==> config.mk <==
export PLATFORM = sky130hd
export DESIGN_NAME = fpu_norm_pipe
export DESIGN_NICKNAME = d
export VERILOG_FILES = /design/src/rtl/fpu_norm_pkg.sv /design/src/rtl/fpu_lzc.sv /design/src/rtl/fpu_norm_pipe.sv
export SDC_FILE = /design/constraint.sdc
export NUM_CORES = 1
export LEC_CHECK = 0
export BUFFER_PORTS_ARGS = -buffer_cell sky130_fd_sc_hd__buf_2
export CAP_MARGIN = 20
export CELL_PAD_IN_SITES_DETAIL_PLACEMENT = 1
export CELL_PAD_IN_SITES_GLOBAL_PLACEMENT = 1
export CORE_ASPECT_RATIO = 1.25
export CORE_MARGIN = 1
export CORE_UTILIZATION = 46
export DETAILED_ROUTE_END_ITERATION = 10
export HOLD_SLACK_MARGIN = 0.02
export PLACE_DENSITY = 0.93
export SYNTH_ARGS = -nofsm -noshare
export SYNTH_HDL_FRONTEND = slang
export SYNTH_SLANG_ARGS = --single-unit
==> constraint.sdc <==
create_clock -name i_clk -period 7.2 [get_ports i_clk]
set_input_delay 0.36 -clock i_clk [delete_from_list [all_inputs] [get_ports i_clk]]
set_output_delay 0.36 -clock i_clk [all_outputs]
set_load 0.02 [all_outputs]
==> src/rtl/fpu_norm_pkg.sv <==
// Shared types and constants for the FPU add/sub normalisation pipeline.
package fpu_norm_pkg;

    localparam int NORM_MANT_W = 28;
    localparam int NORM_EXP_W  = 8;

    // The hidden one sits one below the carry bit at the top of the mantissa.
    function automatic int hidden_idx(input int size_mant);
        return size_mant - 2;
    endfunction

    localparam int HIDDEN_IDX = hidden_idx(NORM_MANT_W);

    typedef struct packed {
        logic                   sign;
        logic [NORM_EXP_W-1:0]  exponent;
        logic [NORM_MANT_W-1:0] mantissa;
    } norm_beat_t;

    typedef struct packed {
        logic zero;
        logic underflow;
        logic exp_overflow;
    } norm_flags_t;

endpackage

==> src/rtl/fpu_lzc.sv <==
// Combinational leading-zero counter; counts from the MSB down and returns
// WIDTH when no bit is set.
module fpu_lzc #(
    parameter int WIDTH = 27,
    parameter int CNT_W = $clog2(WIDTH + 1)
) (
    input  logic [WIDTH-1:0] i_data,
    output logic [CNT_W-1:0] o_count,
    output logic             o_all_zero
);

    always_comb begin
        // NOTE: defaults first so every path assigns both outputs; no latch.
        o_count    = CNT_W'(WIDTH);
        o_all_zero = 1'b1;
        // Later iterations overwrite earlier ones, so the highest set bit wins.
        for (int i = 0; i < WIDTH; i++) begin
            if (i_data[i]) begin
                o_count    = CNT_W'(WIDTH - 1 - i);
                o_all_zero = 1'b0;
            end
        end
    end

endmodule

==> src/rtl/fpu_norm_pipe.sv <==
// Two-stage normaliser after the mantissa adder: stage 1 captures the beat
// and its leading-zero count, stage 2 shifts, adjusts the exponent and flags.
module fpu_norm_pipe
    import fpu_norm_pkg::*;
#(
    parameter  int SIZE_MANT = NORM_MANT_W,
    parameter  int SIZE_EXP  = NORM_EXP_W,
    localparam int SIZE_LOPD = $clog2(SIZE_MANT)
) (
    input  logic                 i_clk,
    input  logic                 i_rst,
    input  logic                 i_valid,
    output logic                 o_ready,
    input  logic                 i_overflow,
    input  logic                 i_sign,
    input  logic [SIZE_EXP-1:0]  i_exponent,
    input  logic [SIZE_MANT-1:0] i_mantissa,
    output logic                 o_valid,
    input  logic                 i_ready,
    output logic                 o_sign,
    output logic [SIZE_EXP-1:0]  o_exponent,
    output logic [SIZE_MANT-1:0] o_mantissa,
    output logic                 o_zero_flag,
    output logic                 o_underflow,
    output logic                 o_exp_overflow
);

    localparam int HID = hidden_idx(SIZE_MANT);

    typedef struct packed {
        logic                 sign;
        logic [SIZE_EXP-1:0]  exponent;
        logic [SIZE_MANT-1:0] mantissa;
    } beat_t;

    logic en;

    logic [SIZE_LOPD-1:0] lzc_count;
    logic                 lzc_all_zero;

    logic                 s1_valid_q, s1_valid_d;
    logic                 s1_ovf_q,   s1_ovf_d;
    logic                 s1_zero_q,  s1_zero_d;
    logic [SIZE_LOPD-1:0] s1_lzc_q,   s1_lzc_d;
    beat_t                s1_beat_q,  s1_beat_d;

    logic                 s2_valid_q, s2_valid_d;
    beat_t                s2_beat_q,  s2_beat_d;
    norm_flags_t          s2_flags_q, s2_flags_d;

    beat_t                res_beat;
    norm_flags_t          res_flags;
    logic [SIZE_EXP:0]    exp_ext, exp_inc, lzc_ext;
    logic [SIZE_EXP-1:0]  sub_shift;

    // A single enable for both stages: the pipe moves only when the output slot frees.
    assign en      = ~s2_valid_q | i_ready;
    assign o_ready = en;

    fpu_lzc #(
        .WIDTH (SIZE_MANT - 1),
        .CNT_W (SIZE_LOPD)
    ) u_lzc (
        .i_data     (i_mantissa[HID:0]),
        .o_count    (lzc_count),
        .o_all_zero (lzc_all_zero)
    );

    always_comb begin
        s1_valid_d = s1_valid_q;
        s1_ovf_d   = s1_ovf_q;
        s1_zero_d  = s1_zero_q;
        s1_lzc_d   = s1_lzc_q;
        s1_beat_d  = s1_beat_q;
        if (en) begin
            s1_valid_d         = i_valid;
            s1_ovf_d           = i_overflow;
            s1_zero_d          = ~i_overflow & lzc_all_zero & ~i_mantissa[SIZE_MANT-1];
            s1_lzc_d           = lzc_count;
            s1_beat_d.sign     = i_sign;
            s1_beat_d.exponent = i_exponent;
            s1_beat_d.mantissa = i_mantissa;
        end
    end

    always_comb begin
        exp_ext   = {1'b0, s1_beat_q.exponent};
        exp_inc   = exp_ext + (SIZE_EXP + 1)'(1);
        lzc_ext   = (SIZE_EXP + 1)'(s1_lzc_q);
        sub_shift = (s1_beat_q.exponent == '0) ? '0 : s1_beat_q.exponent - SIZE_EXP'(1);
        res_beat      = '0;
        res_flags     = '0;
        res_beat.sign = s1_beat_q.sign;
        if (s1_zero_q) begin
            res_flags.zero = 1'b1;
        end else if (s1_ovf_q) begin
            if (exp_inc >= {1'b0, {SIZE_EXP{1'b1}}}) begin
                res_beat.exponent      = '1;
                res_flags.exp_overflow = 1'b1;
            end else begin
                // Keep the bit shifted out as sticky for rounding.
                res_beat.mantissa = {1'b0, s1_beat_q.mantissa[SIZE_MANT-1:1]}
                                  | SIZE_MANT'(s1_beat_q.mantissa[0]);
                res_beat.exponent = exp_inc[SIZE_EXP-1:0];
            end
        end else if (exp_ext > lzc_ext) begin
            res_beat.mantissa = s1_beat_q.mantissa << s1_lzc_q;
            res_beat.exponent = s1_beat_q.exponent - SIZE_EXP'(s1_lzc_q);
        end else begin
            res_beat.mantissa   = s1_beat_q.mantissa << sub_shift;
            res_flags.underflow = 1'b1;
        end
    end

    always_comb begin
        s2_valid_d = s2_valid_q;
        s2_beat_d  = s2_beat_q;
        s2_flags_d = s2_flags_q;
        if (en) begin
            s2_valid_d = s1_valid_q;
            s2_beat_d  = res_beat;
            s2_flags_d = res_flags;
        end
    end

    // NOTE: datapath flops are reset too, so outputs read zero straight after reset.
    always_ff @(posedge i_clk) begin
        if (i_rst) begin
            s1_valid_q <= 1'b0;
            s1_ovf_q   <= 1'b0;
            s1_zero_q  <= 1'b0;
            s1_lzc_q   <= '0;
            s1_beat_q  <= '0;
            s2_valid_q <= 1'b0;
            s2_beat_q  <= '0;
            s2_flags_q <= '0;
        end else begin
            // NOTE: non-blocking so both stages sample the pre-edge values.
            s1_valid_q <= s1_valid_d;
            s1_ovf_q   <= s1_ovf_d;
            s1_zero_q  <= s1_zero_d;
            s1_lzc_q   <= s1_lzc_d;
            s1_beat_q  <= s1_beat_d;
            s2_valid_q <= s2_valid_d;
            s2_beat_q  <= s2_beat_d;
            s2_flags_q <= s2_flags_d;
        end
    end

    assign o_valid        = s2_valid_q;
    assign o_sign         = s2_beat_q.sign;
    assign o_exponent     = s2_beat_q.exponent;
    assign o_mantissa     = s2_beat_q.mantissa;
    assign o_zero_flag    = s2_flags_q.zero;
    assign o_underflow    = s2_flags_q.underflow;
    assign o_exp_overflow = s2_flags_q.exp_overflow;

endmodule

======== Word-level counts from Yosys, hierarchy flattened ========
Index checks and enable logic that the tools add are counted.
operators by class
  $add $sub $neg .......................... 3
  $lt $le $gt $ge ......................... 2
  shift operators ......................... 2
  muxes and demuxes ....................... 67
  bitwise operators ....................... 7
  reduce and logical (&&, ||, !) cells .... 1
operator list
  cell                 number
  $mux 5               16
  $mux 36              2
  $mux 1               33
  $mux 4               8
  $mux 28              1
  $shl 28x5->28        1
  $shl 28x8->28        1
  $mux 27              1
  $or 27x1->27         1
  $mux 8               3
  $add 8x1->9 const B  1
  $ge 9x8->1 const B   1
  $gt 8x5->1           1
  $logic_not 8->1      1
  $sub 8x1->8 const B  1
  $sub 8x5->8          1
  $mux 2               3
  $not 1->1            3
  $and 1x1->1          2
  $or 1x1->1           1
word-level totals
  register bits after elaboration ......... 86
  output and inout port bits .............. 42

======== Logic depth before layout (Yosys ltp) ========
  depth in word-level cells ............... 29
  depth in mapped cells ................... 15

======== Modules after synthesis ========
A second synthesis with hierarchy kept.
second synthesis, totals
  cells, all modules ...................... 792
  area, all modules ....................... 5804.3 µm²
modules (own cells, without submodules)
  module         instances  cells each  area an instance (µm²)  sequential area each (µm²)
  fpu_norm_pipe  1          741         5465.2                  1721.7
  fpu_lzc        1          51          339.1                   0.0

======== Worst setup path before layout ========
No wires, ideal clock.
  path kind ............................... reg2reg
  start point ............................. register s1_beat_q (netlist bit exp_ext[0])
  end point ............................... register s2_beat_q (netlist bit o_mantissa[7])
  setup time .............................. 128 ps
  arrival ................................. 3101 ps
  data required time ...................... 7072 ps
  path slack .............................. 3971 ps
  cell stages (with the launch flop) ...... 15
  cell sequence ........................... dfxtp_1 > buf_2 > inv_1 > ha_1 > fa_1 > nor2b_4 > o31a_4 > o21ai_2 > buf_6 > mux2i_4 > buf_4 > buf_2 > mux2_2 > a222oi_1 > nor2_1
on the way
  word-level cells in the longest chain between the ends .. 6
  elaborated cells on any way between the ends .. 11
  those cells by class .................... add/sub (2); order compare (2); shift (1); mux (5); reduce/logical (1)
RTL lines
  item                                            RTL line              source
  start: declaration                              fpu_norm_pipe.sv:45   beat_t s1_beat_q, s1_beat_d;
  start signal: assignment                        fpu_norm_pipe.sv:143  s1_beat_q <= s1_beat_d;
  $sub 8x1->8 or $logic_not 8->1 (tied branches)  fpu_norm_pipe.sv:90   sub_shift = (s1_beat_q.exponent == '0) ? '0 : s1_beat_q.exponent - SIZE_EXP'(1);
  $mux 8                                          fpu_norm_pipe.sv:90
  $shl 28x8->28                                   fpu_norm_pipe.sv:110  res_beat.mantissa = s1_beat_q.mantissa << sub_shift;
  $mux 28                                         fpu_norm_pipe.sv:106  end else if (exp_ext > lzc_ext) begin
  $mux 36 (*)                                     fpu_norm_pipe.sv:96   end else if (s1_ovf_q) begin
  $mux 36 (*)                                     fpu_norm_pipe.sv:94   if (s1_zero_q) begin
  end signal: assignment                          fpu_norm_pipe.sv:145  s2_beat_q <= s2_beat_d;
  end: declaration                                fpu_norm_pipe.sv:48   beat_t s2_beat_q, s2_beat_d;
Every way passes the cells marked *; elsewhere a longest branch is shown, timed or not.
A chain may end at the register's enable or synchronous reset.

======== Worst setup path in the final report ========
  start point ............................. register s1_beat_q (netlist bit exp_ext[0])
  end point ............................... register s2_beat_q (netlist bit o_mantissa[22])
Same word-level chain as after synthesis.

==> flow_results.org <==
** Status
- Result of the run :: finished clean

** Floorplanning
- Measured along the y axis, the die boundary spans 129 um.
- The floorplan has 45 rows.
- The floorplan step set the die width to 103 um.
- Core area :: 12300 sq um
- The floorplan step defined a die boundary enclosing 13300 sq um.
- For this configuration, the core starts out at a cell density of 47.9%.
- Ports :: 84

** Global routing
- In the global route stage, overall resource usage came out at 37.0%.
- The total overflow left after global routing is 0.
- The number of global-route vias before repair was 6457.
- The number of antenna violations at the first check in global routing came to 0.
- Global-route wire length before repair :: 36300 um
- Entering global routing, the biggest net connects 56 pins.

** Clocking
- After clock tree synthesis, the clock-pin slew on the worst setup and hold paths is 80 ps.
- The clock passes through at most 2 buffers.
- Hold buffer count at cts :: 0
- H-tree levels :: 3
- At the later pin of the worst-skew pair, clock insertion delay measures 370 ps.
- In this run the clock root is driven by a sky130_fd_sc_hd__clkbuf_16.
- Count of clock tree sinks :: 86
- # resized after CTS :: 0
- Number of buffers inserted during clock tree synthesis :: 9
- CTS tree :: done
- Buffers added to address setup during post-CTS repair amount to 0.

** Critical path
- The number of cells on the worst reg-to-reg path is 13.
- The critical path ends at o_mantissa[22]$_SDFFE_PP0P_.
- Worst Setup Path Type :: reg -> reg
- The setup check on the worst reg-to-reg path leaves a slack of 2760 ps.
- Element type at the critical path end :: register
- Data arrival time of the critical path :: 4660 ps
- STA classifies the critical path startpoint as a register.
- Reg-to-reg endpoint :: o_mantissa[22]$_SDFFE_PP0P_
- Required arrival time at the worst endpoint :: 7410 ps
- Critical path startpoint :: exp_ext[0]$_SDFFE_PP0P_
- The startpoint identified for the worst register-to-register timing path is exp_ext[0]$_SDFFE_PP0P_.
- Biggest fanout along the worst timing path :: 29

** Detailed routing
- For this block, the routed nets add up to 24000 um of wire.
- Drt initial violations :: 480
- Routed wire per std cell :: 24.2 um
- The count of nets left with antenna violations once routing finished came out at 0.
- Number of optimization iterations in the first detailed-route pass :: 7
- Post-detailed-route via-to-cell ratio :: 6.53
- The routed layout has 6480 vias.
- Remaining routing DRC violations :: 0

** Final layout
- Multi-input logic area :: 3860 sq um
- Number of nets in the finished design :: 875
- Register area :: 1720 sq um
- From synthesis to final layout, the design area changed by 12.3%.
- With fillers left out, the area of the finished cells amounts to 6630 sq um.
- Filler cell count :: 1576
- Diodes inserted :: 0
- Post-route insts no fill :: 992
- Ratio of cells with drive above 1 in the final layout :: 16.7%

** Power and ir drop
- Summing internal, switching and leakage power gives 1.60 mW.
- The analysis attributes to cell leakage a power of 2.81 nW.
- Cell Pwr Density :: 242 nW/um^2
- Worst VDD drop :: 104 uV

** Synth
- Flip-flop cell with the highest count after synthesis :: sky130_fd_sc_hd__dfxtp_1
- Yosys mapped the design onto 73 distinct sky130hd cell types.
- For this run, asynchronously set or reset flops after synthesis account for 0%.
- Summed instance area of the synthesized netlist :: 5910 sq um
- Sequential fraction of the synthesis area :: 29.1%
- Most repeated cell in the gate-level netlist after synthesis :: sky130_fd_sc_hd__nand2_1
- Synth Instances :: 779
- Yosys mapped a number of flops with a built-in enable equal to 0.
- Post-synth top area cell :: sky130_fd_sc_hd__dfxtp_1
- In this run the mean area of a mapped cell was 7.58 sq um.
- Synthesized Nets :: 831
- In the post-synthesis netlist, the biggest area contributors are sky130_fd_sc_hd__dfxtp_1 29%, sky130_fd_sc_hd__nand2_1 8.7%, sky130_fd_sc_hd__a21oi_1 7.7%.
- By count the netlist is led by 137 x sky130_fd_sc_hd__nand2_1, 91 x sky130_fd_sc_hd__a21oi_1, 86 x sky130_fd_sc_hd__dfxtp_1.
- Yosys printed 0 warnings.
- Area share of the largest cell type after synthesis :: 29.1%
- Synthesis inferred 86 register bits.

** STA
- Tightest Pin Transition :: 955 ps
- Setup repair after global routing left no endpoint under its margin.
- Worst clock skew :: 10.7 ps
- Final setup violation count :: 0
- Tmin final :: 4440 ps
- For this run, the top clock speed supported by timing is 0.225 GHz.
- Post-route setup TNS :: 0 ps
- Final count of hold timing violations :: 0
- The worst pin sits at a relative slew slack of 35.0%.
- Max-slew violations :: 0
- In the finished design, the share of the clock period the worst path needs comes to 61.7%.

** Run
- Across the run, the number of max-cap violations was 0.

** Placed design
- Once placement completed, the tool counted placed cells totaling 976.
- Routability-driven placement finished with a final weighted congestion of 1.00.
- After detailed placement, the total cell area comes to 6330 sq um.
- Input and output buffers added on the ports amount to 83.
- DP HPWL :: 18000 um

** Hold path
- The min-delay analysis places its worst path in the category in -> reg.
==> worst min path at each step <==
stage,from,end,slack [ps],cells past startpoint
floorplan,res_beat[36]$_SDFFE_PP0P_,res_beat[36]$_SDFFE_PP0P_,430,2
global route,i_exponent[5],exp_ext[5]$_SDFFE_PP0P_,260,3
finish,i_exponent[5],exp_ext[5]$_SDFFE_PP0P_,240,3
CTS,i_valid,s1_valid_q$_SDFFE_PP0P_,240,3
detailed placement,o_mantissa[0]$_SDFFE_PP0P_,o_mantissa[0]$_SDFFE_PP0P_,450,2
global placement,o_sign$_SDFFE_PP0P_,o_sign$_SDFFE_PP0P_,440,2
==> state kept, by name (all words and copies together) (netlist names) <==
signal and count:
o_valid 1, o_sign 1, s1_lzc_q 5, o_underflow 1, exp_ext 8, res_beat 1
s1_beat_q 28, o_mantissa 28, s1_ovf_q 1, o_exp_overflow 1, o_zero_flag 1, o_exponent 8
s1_zero_q 1, s1_valid_q 1
==> cells in the final DEF, fill, tap and decap left out, types with 9 or more instances in the layout <==
cell | Yosys | final
sky130_fd_sc_hd__nand2_1 | 137 | 137
sky130_fd_sc_hd__a21oi_1 | 91 | 91
sky130_fd_sc_hd__dfxtp_1 | 86 | 86
sky130_fd_sc_hd__buf_2 | 13 | 83
sky130_fd_sc_hd__nor2_1 | 71 | 71
sky130_fd_sc_hd__mux2i_1 | 42 | 42
sky130_fd_sc_hd__a22oi_1 | 28 | 28
sky130_fd_sc_hd__a221oi_1 | 25 | 25
sky130_fd_sc_hd__nor3_1 | 22 | 21
sky130_fd_sc_hd__inv_1 | 17 | 17
sky130_fd_sc_hd__o21ai_0 | 16 | 16
sky130_fd_sc_hd__nand3_1 | 13 | 13
sky130_fd_sc_hd__mux2_2 | 12 | 12
sky130_fd_sc_hd__a211oi_1 | 9 | 9
sky130_fd_sc_hd__o22ai_1 | 9 | 9
sky130_fd_sc_hd__ha_1 | 9 | 9
sky130_fd_sc_hd__clkbuf_16 | 0 | 9
==> power by group <==
| part | switching, mW | internal (mW) | total (mW) |
|---|---|---|---|
| Combinational | 0.339 | 0.190 | 0.530 |
| Sequential | 0.0561 | 0.518 | 0.574 |
| Clock | 0.227 | 0.273 | 0.500 |
| Total | 0.622 | 0.982 | 1.60 |
==> layer usage <==
layer | share of wire, % | wire length [um] | GRT usage [%] | up-vias
met5 | 0 | 0 | 0 | -
met4 | 7.2 | 1740 | 28.1 | 0
met1 | 38 | 9020 | 40.6 | 3142
li1 | - | - | - | 2943
met2 | 50 | 12100 | 63.9 | 298
met3 | 5.0 | 1200 | 4.78 | 97
==> cell families (layout without fill, tap and decap cells) <==
kind of cell / after synthesis / after routing / synth area share, %
xor gates and xnor gates: 6 / 6 / 0.889
adders and majority gates: 10 / 10 / 2.24
buffers and inverters: 76 / 125 / 5.74
muxes: 62 / 62 / 11.8
AOI/OAI and AO/OA: 245 / 245 / 28.0
DFF: 86 / 86 / 29.1
and+or+nand+nor: 294 / 294 / 22.2
==> cell type report <==
| class | instances | share of cell area [%] |
|---|---|---|
| Timing Repair Buffer | 91 | 7.17 |
| Multi-Input combinational cell | 617 | 58.2 |
| Sequential cell | 86 | 26.0 |
| Clock buffer | 9 | 3.39 |
| Inverter | 18 | 1.02 |
| Tap cell | 164 | 3.09 |
| Clock inverter | 7 | 1.19 |
==> metrics by stage <==
stage / worst slack, ps / util (%) / hold WS [ps]
floorplan: 3970 / - / 432
global placement: 3020 / 51.3 / 436
detailed placement: 2840 / 51.3 / 446
CTS: 2800 / 53.8 / 241
global route: 2520 / 53.8 / 261
finish: 2760 / 53.8 / 245
==> critical path, stage by stage (launching register included) <==
cell and delay [ps]:
sky130_fd_sc_hd__dfxtp_1 450, sky130_fd_sc_hd__inv_1 190, sky130_fd_sc_hd__ha_1 200, sky130_fd_sc_hd__fa_1 240, sky130_fd_sc_hd__nor2b_4 60, sky130_fd_sc_hd__o31a_4 300
sky130_fd_sc_hd__o21ai_2 560, sky130_fd_sc_hd__mux2i_4 660, sky130_fd_sc_hd__buf_4 440, sky130_fd_sc_hd__mux2i_1 310, sky130_fd_sc_hd__mux2i_1 120, sky130_fd_sc_hd__mux2_2 320
sky130_fd_sc_hd__a221oi_2 300, sky130_fd_sc_hd__a211oi_1 110
Note: power is estimated with default switching activity, not from simulation.
